--- src/rtl/rom_fetch_pkg.sv ---
// Shared types and defaults for the ROM fetch unit: FSM state encoding and queue entry sizing.
package rom_fetch_pkg;

  typedef enum logic [1:0] {
    ST_BOOT     = 2'd0,
    ST_RUN      = 2'd1,
    ST_REDIRECT = 2'd2
  } fetch_state_t;

  localparam int DEF_ADDR_WIDTH = 8;
  localparam int DEF_DATA_WIDTH = 8;
  localparam int DEF_FIFO_DEPTH = 4;

  // A queued entry carries the fetch address above the fetched byte.
  function automatic int entry_width(input int addr_width, input int data_width);
    return addr_width + data_width;
  endfunction

endpackage

--- src/rtl/fetch_fifo.sv ---
// Synchronous prefetch queue with clear; head is visible combinationally on rd_data.
// Write and read in the same cycle are both honoured, even when full.
module fetch_fifo #(
  parameter int WIDTH = 16,
  parameter int DEPTH = 4
) (
  input  logic                       clk,
  input  logic                       rst_n,
  input  logic                       clr,
  input  logic                       wr,
  input  logic [WIDTH-1:0]           wr_data,
  input  logic                       rd,
  output logic [WIDTH-1:0]           rd_data,
  output logic [$clog2(DEPTH):0]     count,
  output logic                       full,
  output logic                       empty
);

  localparam int PTR_W = $clog2(DEPTH);
  localparam int CNT_W = PTR_W + 1;

  logic [WIDTH-1:0] mem [DEPTH];
  logic [PTR_W-1:0] wr_ptr;
  logic [PTR_W-1:0] rd_ptr;
  logic             do_wr;
  logic             do_rd;

  assign empty   = (count == '0);
  assign full    = (count == CNT_W'(DEPTH));
  assign do_rd   = rd && !empty;
  assign do_wr   = wr && (!full || do_rd);
  assign rd_data = mem[rd_ptr];

  // Storage is cleared on reset so the head never shows X while empty.
  always_ff @(posedge clk or negedge rst_n) begin
    if (!rst_n) begin
      wr_ptr <= '0;
      rd_ptr <= '0;
      count  <= '0;
      for (int i = 0; i < DEPTH; i++) begin
        mem[i] <= '0;
      end
    end else if (clr) begin
      wr_ptr <= '0;
      rd_ptr <= '0;
      count  <= '0;
    end else begin
      if (do_wr) begin
        mem[wr_ptr] <= wr_data;
        wr_ptr      <= wr_ptr + PTR_W'(1);
      end
      if (do_rd) begin
        rd_ptr <= rd_ptr + PTR_W'(1);
      end
      case ({do_wr, do_rd})
        2'b10:   count <= count + CNT_W'(1);
        2'b01:   count <= count - CNT_W'(1);
        default: ;
      endcase
    end
  end

endmodule

--- src/rtl/rom_fetch_unit.sv ---
// Prefetches bytes from a 1-cycle-latency ROM into a small queue and offers them to the decoder.
// A jump flushes queued and in-flight bytes; the target byte is valid three cycles later.
module rom_fetch_unit
  import rom_fetch_pkg::*;
#(
  parameter int                    ADDR_WIDTH = DEF_ADDR_WIDTH,
  parameter int                    DATA_WIDTH = DEF_DATA_WIDTH,
  parameter int                    FIFO_DEPTH = DEF_FIFO_DEPTH,
  parameter logic [ADDR_WIDTH-1:0] RESET_ADDR = '0
) (
  input  logic                  clk,
  input  logic                  rst_n,
  output logic [ADDR_WIDTH-1:0] rom_addr,
  input  logic [DATA_WIDTH-1:0] rom_data,
  output logic [DATA_WIDTH-1:0] instr,
  output logic [ADDR_WIDTH-1:0] instr_addr,
  output logic                  instr_valid,
  input  logic                  instr_ready,
  input  logic                  jump_en,
  input  logic [ADDR_WIDTH-1:0] jump_addr
);

  localparam int ENTRY_W = entry_width(ADDR_WIDTH, DATA_WIDTH);
  localparam int CNT_W   = $clog2(FIFO_DEPTH) + 1;
  localparam int OCC_W   = CNT_W + 1;
  localparam logic [OCC_W-1:0] OCC_LIMIT = OCC_W'(FIFO_DEPTH);

  fetch_state_t          state;
  fetch_state_t          state_next;
  logic                  inflight;
  logic [ADDR_WIDTH-1:0] fetch_addr;
  logic [CNT_W-1:0]      count;
  logic                  full;
  logic                  empty;
  logic [ENTRY_W-1:0]    head;
  logic                  jump_take;
  logic                  issue;
  logic                  pop;
  logic [OCC_W-1:0]      occ;

  assign instr_valid = !empty;
  assign instr       = head[DATA_WIDTH-1:0];
  assign instr_addr  = head[ENTRY_W-1 -: ADDR_WIDTH];
  assign pop         = instr_valid && instr_ready;

  // Credit: queued entries plus the byte still in the ROM pipe, less this cycle's pop.
  assign occ = OCC_W'(count) + OCC_W'(inflight) - OCC_W'(pop);

  always_comb begin
    state_next = state;
    jump_take  = 1'b0;
    case (state)
      ST_BOOT: state_next = ST_RUN;
      ST_RUN, ST_REDIRECT: begin
        jump_take  = jump_en;
        state_next = jump_en ? ST_REDIRECT : ST_RUN;
      end
      default: state_next = ST_BOOT;
    endcase
    issue = !jump_take && (occ < OCC_LIMIT);
  end

  always_ff @(posedge clk or negedge rst_n) begin
    if (!rst_n) begin
      state      <= ST_BOOT;
      rom_addr   <= RESET_ADDR;
      inflight   <= 1'b0;
      fetch_addr <= '0;
    end else begin
      state    <= state_next;
      inflight <= issue;
      if (jump_take) begin
        rom_addr <= jump_addr;
      end else if (issue) begin
        rom_addr <= rom_addr + ADDR_WIDTH'(1);
      end
      if (issue) begin
        fetch_addr <= rom_addr;
      end
    end
  end

  // Clear wins inside the queue, so the byte landing on a jump edge is dropped.
  fetch_fifo #(
    .WIDTH (ENTRY_W),
    .DEPTH (FIFO_DEPTH)
  ) u_fifo (
    .clk     (clk),
    .rst_n   (rst_n),
    .clr     (jump_take),
    .wr      (inflight),
    .wr_data ({fetch_addr, rom_data}),
    .rd      (pop),
    .rd_data (head),
    .count   (count),
    .full    (full),
    .empty   (empty)
  );

  wr_overflow: assert property (@(posedge clk) disable iff (!rst_n)
    !(inflight && full && !pop && !jump_take));

endmodule

--- config.mk ---
export PLATFORM = sky130hd
export DESIGN_NAME = rom_fetch_unit
export DESIGN_NICKNAME = d
export VERILOG_FILES = /design/src/rtl/rom_fetch_pkg.sv /design/src/rtl/fetch_fifo.sv /design/src/rtl/rom_fetch_unit.sv
export SDC_FILE = /design/constraint.sdc
export NUM_CORES = 1
export LEC_CHECK = 0
export BUFFER_PORTS_ARGS = -buffer_cell sky130_fd_sc_hd__buf_4
export CAP_MARGIN = 20
export CORE_ASPECT_RATIO = 0.7
export CORE_MARGIN = 4
export CORE_UTILIZATION = 45
export DETAILED_ROUTE_END_ITERATION = 10
export PLACE_DENSITY = 0.68
export SYNTH_ARGS = -nofsm -noshare
export SYNTH_HDL_FRONTEND = slang
export SYNTH_SLANG_ARGS = --single-unit
--- constraint.sdc ---
create_clock -name clk -period 2.9 [get_ports clk]
set_clock_uncertainty 0.05 [all_clocks]
set_input_delay 0.29 -clock clk [delete_from_list [all_inputs] [get_ports clk]]
set_output_delay 0.29 -clock clk [all_outputs]
set_load 0.01 [all_outputs]
# Word level (Yosys, flattened, before mapping)
# Index checks and enable logic that the tools add are counted.
[word_totals] ff_bits=90 input_bits=20 out_inout_bits=25
[op_classes] addsub=7 n_lt_le_gt_ge=4 eq_ne=5 n_mux=17 bitwise=3 n_reduce_logical=17
[op_table] op="bitwise mux 64 bit" n=1
[op_table] op="two-way mux 16 bit" n=3
[op_table] op="binary-select mux 16 bit (select 2 bit)" n=1
[op_table] op="demux 16 bit (select 2 bit)" n=1
[op_table] op="two-way mux 8 bit" n=2
[op_table] op="two-way mux 2 bit" n=5
[op_table] op="adder 8 x 1 -> 8 bit (second input constant)" n=1
[op_table] op="greater-or-equal comparator 3 bit (second input constant)" n=2
[op_table] op="inverter 2 -> 3 bit" n=2
[op_table] op="case mux 3 bit (2 select lines)" n=1
[op_table] op="nonzero test 2 bit" n=3
[op_table] op="logical AND 1 bit" n=5
[op_table] op="adder 2 x 1 -> 2 bit (second input constant)" n=2
[op_table] op="adder 3 x 1 -> 4 bit" n=1
[op_table] op="equality test 2 x 1 -> 1 bit (second input constant)" n=2
[op_table] op="equality test 2 bit (second input constant)" n=2
[op_table] op="less-than comparator 4 x 3 -> 1 bit (second input constant)" n=1
[op_table] op="case mux 2 bit (2 select lines)" n=1
[op_table] op="subtractor 4 x 1 -> 4 bit" n=1
[op_table] op="adder 3 x 1 -> 3 bit (second input constant)" n=1
[op_table] op="equality test 3 bit (second input constant)" n=1
[op_table] op="zero test 1 bit" n=3
[op_table] op="zero test 3 bit" n=1
[op_table] op="less-than comparator 3 x 1 -> 1 bit (second input constant)" n=1
[op_table] op="9 further kinds" n=9

# Logic depth before layout (Yosys ltp)
# Gate-level depths: netlist of run 1.
[logic_depth] word_depth=9 depth_mapped=12 mapped_depth_nobuf=10

# By module
# A second synthesis of run 1 with hierarchy kept.
[unflattened] cells_unflattened=309 area_unflattened_um2=4481.8
[modules_own_cells] mod="fetch_fifo" instances=1 cells_each=217 area_each_um2=3484.6 seq_area_each_um2=1776.7
[modules_own_cells] mod="rom_fetch_unit" instances=1 cells_each=92 area_each_um2=997.2 seq_area_each_um2=475.5

# Least setup slack after synthesis of run 1
# No wires, ideal clock.
[synth_timing] path_kind="reg-to-reg" start="register u_fifo.count[0]" end="register rom_addr[7]" setup_ns=0.082 arrival_ns=2.646 required_time_ns=2.768 path_slack_ns=0.122 path_stages_with_launch=12 path_buffers=1 period_less_slack_ns=2.778 path_cell_list="dfrtp_1 o31ai_1 inv_1 ha_1 inv_1 ha_1 o21ai_0 a211oi_1 a21oi_2 buf_6 or4_1 a31oi_1"
[synth_via] elab_chain_cells=7 elab_cells_between_ends=8
[synth_lines] element="from (decl)" line="fetch_fifo.sv:14" source="output logic [$clog2(DEPTH):0] count,"
[synth_lines] element="from (signal assigned)" line="fetch_fifo.sv:56" source="2'b10: count <= count + CNT_W'(1);"
[synth_lines] element="from (signal assigned)" line="fetch_fifo.sv:57" source="2'b01: count <= count - CNT_W'(1);"
[synth_lines] element="parallel branches: the longest is 3 deep, another holds adder 3 x 1 -> 4 bit"
[synth_lines] element="subtractor 4 x 1 -> 4 bit (*)" line="rom_fetch_unit.sv:47" source="assign occ = OCC_W'(count) + OCC_W'(inflight) - OCC_W'(pop);"
[synth_lines] element="less-than comparator 4 x 3 -> 1 bit (*)" line="rom_fetch_unit.sv:60" source="issue = !jump_take && (occ < OCC_LIMIT);"
[synth_lines] element="logical AND 1 bit (*)" line="rom_fetch_unit.sv:60"
[synth_lines] element="nonzero test 2 bit (no line) (*)"
[synth_lines] element="to (signal assigned)" line="rom_fetch_unit.sv:73" source="rom_addr <= jump_addr;"
[synth_lines] element="to (signal assigned)" line="rom_fetch_unit.sv:75" source="rom_addr <= rom_addr + ADDR_WIDTH'(1);"
[synth_lines] element="to (decl)" line="rom_fetch_unit.sv:13" source="output logic [ADDR_WIDTH-1:0] rom_addr,"
# Mark *: on every way between the ends.
# A chain may end at the register's enable or synchronous reset.

# Worst setup path in the final report of run 1
[layout_timing] start="register u_fifo.count[0]" end="register fetch_addr[7]"
[layout_via] elab_chain_cells=6 elab_cells_between_ends=7
[layout_lines] element="parallel branches: the longest is 3 deep, another holds adder 3 x 1 -> 4 bit"
[layout_lines] element="subtractor 4 x 1 -> 4 bit (*)" line="rom_fetch_unit.sv:47"
[layout_lines] element="less-than comparator 4 x 3 -> 1 bit (*)" line="rom_fetch_unit.sv:60"
[layout_lines] element="logical AND 1 bit (*)" line="rom_fetch_unit.sv:60"
[layout_lines] element="to (signal assigned)" line="rom_fetch_unit.sv:78" source="fetch_addr <= rom_addr;"
[layout_lines] element="to (decl)" line="rom_fetch_unit.sv:31" source="logic [ADDR_WIDTH-1:0] fetch_addr;"
# Marked as above.

==> results of run 1 <==
[metrics by stage]
stage	setup TNS (ps)	cell area [sq um]
3_3_place_gp	0	4760
4_1_cts	0	5100
5_1_grt	-47.5	5110
3_5_place_dp	0	4760
6_report	0	5110
2_1_floorplan	0	4240
[routing by layer]
metal	up-vias	global-route usage (%)	wire length, microns
li1	1205	-	-
met1	1332	22.9	3980
met2	26	27.2	4100
met3	11	4.30	242
met4	0	6.46	140
met5	-	0	0
[power groups by stage]
stage | combinational (W) | sequential [W] | clock [W]
after floorplan | 0.00187 | 0.00218 | 0
after global placement | 0.00257 | 0.00225 | 0
after detailed placement | 0.00264 | 0.00229 | 0
after CTS | 0.00267 | 0.00228 | 0.00130
after global routing | 0.00292 | 0.00235 | 0.00135
final | 0.00265 | 0.00227 | 0.00126
[logic make-up (layout without fill, tap and decap cells)]
kind of cell	count (synthesis)	count (layout)	synth area share, %
AO/OA/AOI/OAI	25	25	4.43
buffers and inverters	27	87	2.92
adder cells (fa/ha/maj)	12	12	3.72
AND/OR/NAND/NOR	46	46	5.49
multiplexers	93	93	28.8
flip-flops	90	90	53.1
XOR/XNOR	7	7	1.45
[layout make-up]
cell class                      instances  share of cell area, %
Multi-Input combinational cell        183                   36.7
Timing Repair Buffer                   58                   8.81
Inverter                               13                  0.955
Sequential cell                        90                   44.1
Clock buffer                           12                   5.02
Clock inverter                          4                   1.44
Tap cell                              124                   3.04
[worst paths after layout]
kind                       slack (ps)  cells after the start            start         endpoint
max                               170                     10  u_fifo.count[0]    fetch_addr[7]
min in group asynchronous         420                      2            rst_n   u_fifo.mem[55]
max in group asynchronous        1720                      3            rst_n  u_fifo.count[2]
max reg2reg                       170                     10  u_fifo.count[0]    fetch_addr[7]
min                               110                      3     jump_addr[1]      rom_addr[1]
min reg2reg                       450                      1   u_fifo.mem[23]   u_fifo.mem[23]
[Yosys cell counts]
master,instances,area share (%)
xor2_1,3,0.62
ha_1,11,3.2
o22ai_2,1,0.30
mux2i_1,4,0.94
o41ai_4,1,0.65
or2_2,1,0.15
fa_1,1,0.47
nand3_1,4,0.47
or3_2,4,0.71
and2_1,1,0.15
buf_1,1,0.088
o21bai_1,1,0.18
a21oi_1,5,0.59
nor2b_1,1,0.15
clkbuf_1,5,0.44
or3b_1,2,0.41
nand4b_1,2,0.41
nand2_1,10,0.89
nand4_1,1,0.15
buf_2,6,0.71
mux4_2,16,8.5
or3_1,1,0.15
or4_1,1,0.18
a31oi_1,4,0.59
o31ai_1,3,0.53
xnor2_1,4,0.83
a2111oi_0,1,0.21
buf_6,2,0.53
a21oi_2,1,0.21
nor2_1,17,1.5
a221o_1,1,0.24
o21ai_0,5,0.59
a22oi_1,1,0.18
a211oi_1,1,0.18
mux2_2,73,19
nand3b_1,1,0.18
dfrtp_1,90,53
inv_1,13,1.2
[worst reg2reg max path, stage by stage (launching register included)]
cell,delay [ps]
dfrtp_1,380
o31ai_1,310
inv_1,150
ha_1,200
inv_1,50
ha_1,210
nand3b_1,200
a211oi_2,130
a21oi_4,260
or2_2,300
mux2_2,370
[flip-flops by register name, summed over array words and instances, names as in the netlist]
register       cells
fetch_addr         8
u_fifo.count       3
inflight           1
rom_addr           8
u_fifo.rd_ptr      2
u_fifo.wr_ptr      2
state              2
u_fifo.mem        64
[timing repair]
item,4_1_cts,5_1_grt
resized for setup,0,2
setup buffers,0,0
hold buffers,1,0
endpoints found under the setup margin,0,8
hold endpoints to repair,36,0
==> results.yml, run 1 <==
worst_setup_path:
  critical_path.max_fanout: 11
  critPathTopFamily: "compound AO/OA/AOI/OAI gates"
  crit_required_ps: 3070
  end_kind: "register"
  critPathKind: "reg -> reg"
  crit_arrival_ps: 2900
  critical-path-slowest-cell: "dfrtp_1"
  worstPathCellList: "o31ai_1 > inv_1 > ha_1 > inv_1 > ha_1 > nand3b_1 > a211oi_2 > a21oi_4 > or2_2 > mux2_2"
  startpoint_type: "register"
  path_buf_inv: 2
  cpPeakStageDelay_ps: 380
grt:
  grt_overflow: 0
  grtUsageTotal_pct: 17.1
  grt_max_degree: 55
  antenna_found_initial: 0
  grt_pass1_vias: 2741
  grt_pass1_wl_mm: 14.2
layout:
  drive_gt1_share_pct: 47.2
  multi_input_area_sq_um: 1870
  layout_common_cells: "dfrtp_1 (90), mux2_2 (73), buf_4 (56), nor2_1 (17), mux4_2 (16)"
  final_core_util_pct: 56.1
  register_area_sq_um: 2250
  layout_commonest_cell: "dfrtp_1"
  layout.nets: 387
  area.growth.synth_to_final_pct: 20.6
  antenna_cells: 0
  fillCellCount: 756
  finalNonFillerCells: 484
synth:
  seq_area_frac_synth_pct: 53.1
  synth_warnings: 0
  syn-num-nets: 332
  netlist_area_sq_um: 4240
  synth_cell_types: 38
  syn_inst: 300
  avgSynthCellArea_sq_um: 14.1
  synth_seq_cells: 90
sta:
  fmax_ghz: 0.366
  slew_viol_final: 0
  holdWs_ps: 108
  finalCriticalPeriod_ps: 2730
  slew-limit-headroom_pct: 66.8
  hold_viol_final: 0
  setup_violations: 0
  fin_crit_sh_pct: 94.2
  fin_ws_ps: 168
  tightest_slew_ps: 486
routing:
  drt_pass1_iterations: 4
  wl_mm: 8.46
  viasPerCell: 5.32
  routedWlPerCell_microns: 17.5
  ant_nets: 0
  drt_iter0_markers: 98
  drc_errors: 0
  vias: 2574
pwr:
  p_sw_w: 0.00203
  internal-power_w: 0.00415
  irDropWorstVdd_mv: 0.443
  power_w: 0.00618
  power_density_nw_per_um2: 1210
  p_clk_share_pct: 20.3
  p_comb_share_pct: 42.9
  p_leak_nw: 2.30
  swShare_pct: 32.8
  seqPwrFrac_pct: 36.8
cts:
  cts_htree_levels: 3
  insertion_delay_ps: 330
  cts_root_buffer: "clkbuf_16"
  clk_pin_slew_ps: 60
  cts_buffers: 9
  cts_tree: "built"
  cts_buffer_depth: 2
  clock_sinks: 90
floorplan:
  die_w_microns: 124
  io_pins: 45
  row_count: 29
  start_util_pct: 46.5
  dieArea_sq_um: 11100
  core_area_sq_um: 9110
  die_h_microns: 89.2
place:
  place_congestion: 0.807
  port_buffers: 44
  pre_cts_slack_ps: 111
  hpwl_mm: 5.68
  dp.cells: 467
worst_hold_path:
  hp-class: "in -> reg"
flow_run:
  maxCapViolCount: 0
outcome:
  status: "complete, no violations"
No activity file was read; power rests on OpenSTA's default activity.
==> run 2: changes to the inputs <==
Settings changed: PLACE_DENSITY 0.68 to 0.66.
==> run 2 against run 1 <==
Sequential share of layout area is 0.065 points higher. Worst hold slack better by 1.8 ps. Total power is 0.30% lower. Sequential cell count stayed put. Non-clock buffer count is 1 higher. Clock power hardly changed. First-iteration DRC count is 80% higher. Combinational power hardly changed. Maximum frequency is 1.3% higher. Via count is 0.51% higher. Critical path depth stayed put. Critical path type unchanged.
==> results.yml, run 2 (synthesis results as in run 1) <==
outcome:
  status: "complete, no violations"
layout:
  layout_commonest_cell: "dfrtp_1"
  largest_reg_flops: 64
  area.growth.synth_to_final_pct: 20.4
  top_register: "u_fifo.mem"
  final_core_util_pct: 56.0
  layout.nets: 388
  layout_common_cells: "dfrtp_1 (90), mux2_2 (73), buf_4 (56), nor2_1 (17), mux4_2 (16)"
  antenna_cells: 0
  finalNonFillerCells: 485
  drive_gt1_share_pct: 46.8
  top_regs: "u_fifo.mem: 64 flops, fetch_addr: 8 flops, rom_addr: 8 flops"
  final_area_sq_um: 5100
worst_setup_path:
  crit_required_ps: 3070
  critical_path.max_fanout: 4
  startpoint_type: "register"
  cpPeakStageDelay_ps: 590
  worstPathCellList: "o31ai_2 > inv_1 > ha_1 > inv_1 > ha_1 > o21ai_0 > a2111oi_0 > a21oi_1 > mux2i_1 > a221o_1"
  rrSetupSlack_ps: 200
  critPathKind: "reg -> reg"
  critical-path-slowest-cell: "a2111oi_0"
  end_kind: "register"
  crit_arrival_ps: 2870
routing:
  drc_errors: 0
  vias: 2587
  routedWlPerCell_microns: 18.0
  wl_mm: 8.71
  drt_pass1_iterations: 4
  ant_nets: 0
  drt_iter0_markers: 176
  viasPerCell: 5.33
pwr:
  swShare_pct: 33.2
  internal-power_w: 0.00411
  irDropWorstVdd_mv: 0.417
  p_leak_nw: 2.30
  seqPwrFrac_pct: 37.3
  p_clk_share_pct: 19.9
  p_sw_w: 0.00205
  p_comb_share_pct: 42.8
  power_density_nw_per_um2: 1210
sta:
  hold_viol_final: 0
  tightest_slew_ps: 683
  setup_violations: 0
  finalCriticalPeriod_ps: 2700
  fin_crit_sh_pct: 93.0
  slew-limit-headroom_pct: 54.5
  holdWs_ps: 110
  fmax_ghz: 0.371
  slew_viol_final: 0
place:
  hpwl_mm: 5.84
  place_congestion: 0.774
  place_area_sq_um: 4770
  port_buffers: 44
  dp.cells: 467
floorplan:
  die_w_microns: 124
  core_area_sq_um: 9110
  io_pins: 45
  row_count: 29
  start_util_pct: 46.5
  die_h_microns: 89.2
  dieArea_sq_um: 11100
worst_hold_path:
  hp-class: "in -> reg"
cts:
  clock_sinks: 90
  cts_htree_levels: 3
  cts_tree: "built"
  cts_buffer_depth: 2
  clk_pin_slew_ps: 60
  cts_root_buffer: "clkbuf_16"
  insertion_delay_ps: 340
  cts_buffers: 9
grt:
  grt_max_degree: 53
  grt_overflow: 0
  grt_pass1_vias: 2762
  grtUsageTotal_pct: 17.3
  antenna_found_initial: 0
  grt_pass1_wl_mm: 14.2
flow_run:
  maxCapViolCount: 0
-- run 2: cell types whose count changed in the layout (fill, tap and decap cells not counted) --
cell      before  now
clkbuf_1       1    3
clkbuf_8       2    0
a211oi_1       0    1
a211oi_2       1    0
a21oi_2        0    1
a21oi_4        1    0
buf_12         1    2
clkinv_4       1    0
inv_6          0    1
o31ai_1        3    2
o31ai_2        0    1
-- run 2: final cells by class --
| cell class | instances | area, sq um |
|---|---|---|
| fill | 763 | 4000 |
| multi-input combinational | 183 | 1870 |
| inverter | 13 | 48.8 |
| sequential | 90 | 2250 |
| timing repair buffer | 59 | 470 |
| tap | 124 | 155 |
| clock buffer | 12 | 236 |
| clock inverter | 4 | 73.8 |
-- run 2: timing repair --
item / 4_1_cts / 5_1_grt
hold endpoints to repair: 51 / 0
gates resized for setup: 0 / 1
hold buffers: 1 / 0
setup buffers: 0 / 1
endpoints found under the setup margin: 0 / 11
-- run 2: worst max-delay path, delay by kind of cell, from the launching register on --
kind	cells	cell delay (ps)
AO/OA/AOI/OAI	5	1430
adder cells (fa/ha/maj)	2	370
buffers and inverters	2	180
flip-flops	1	390
multiplexers	1	150
-- run 2: per-layer routing --
metal  track usage [%]  wire (microns)  vias up
li1                  -               -     1204
met3              4.68             326        8
met4              5.86              85        0
met2              28.2            4240       33
met5                 0               0        -
met1              22.7            4050     1342
-- run 2: through the flow --
stage / total power (W) / worst slack, ps / TNS (ps)
global route: 0.00660 / -6.29 / -8.79
CTS: 0.00622 / 40.5 / 0
floorplan: 0.00405 / 122 / 0
finish: 0.00616 / 202 / 0
detailed placement: 0.00495 / 103 / 0
global placement: 0.00483 / 235 / 0
-- run 2: final timing paths --
path | startpoint | to | cells after the start
min in group asynchronous | rst_n | u_fifo.mem[55] | 2
worst max-delay path | u_fifo.count[0] | rom_addr[5] | 10
worst min-delay path | jump_addr[1] | rom_addr[1] | 3
worst min register to register | u_fifo.mem[5] | u_fifo.mem[5] | 1
max in group asynchronous | rst_n | u_fifo.mem[20] | 3
worst max register to register | u_fifo.count[0] | rom_addr[5] | 10
-- run 2: power by group through the flow --
stage | registers, W | logic, W | clock network [W]
after global placement | 0.00228 | 0.00255 | 0
after CTS | 0.00230 | 0.00266 | 0.00126
after global routing | 0.00238 | 0.00290 | 0.00131
after floorplan | 0.00218 | 0.00187 | 0
final | 0.00230 | 0.00263 | 0.00123
after detailed placement | 0.00231 | 0.00264 | 0
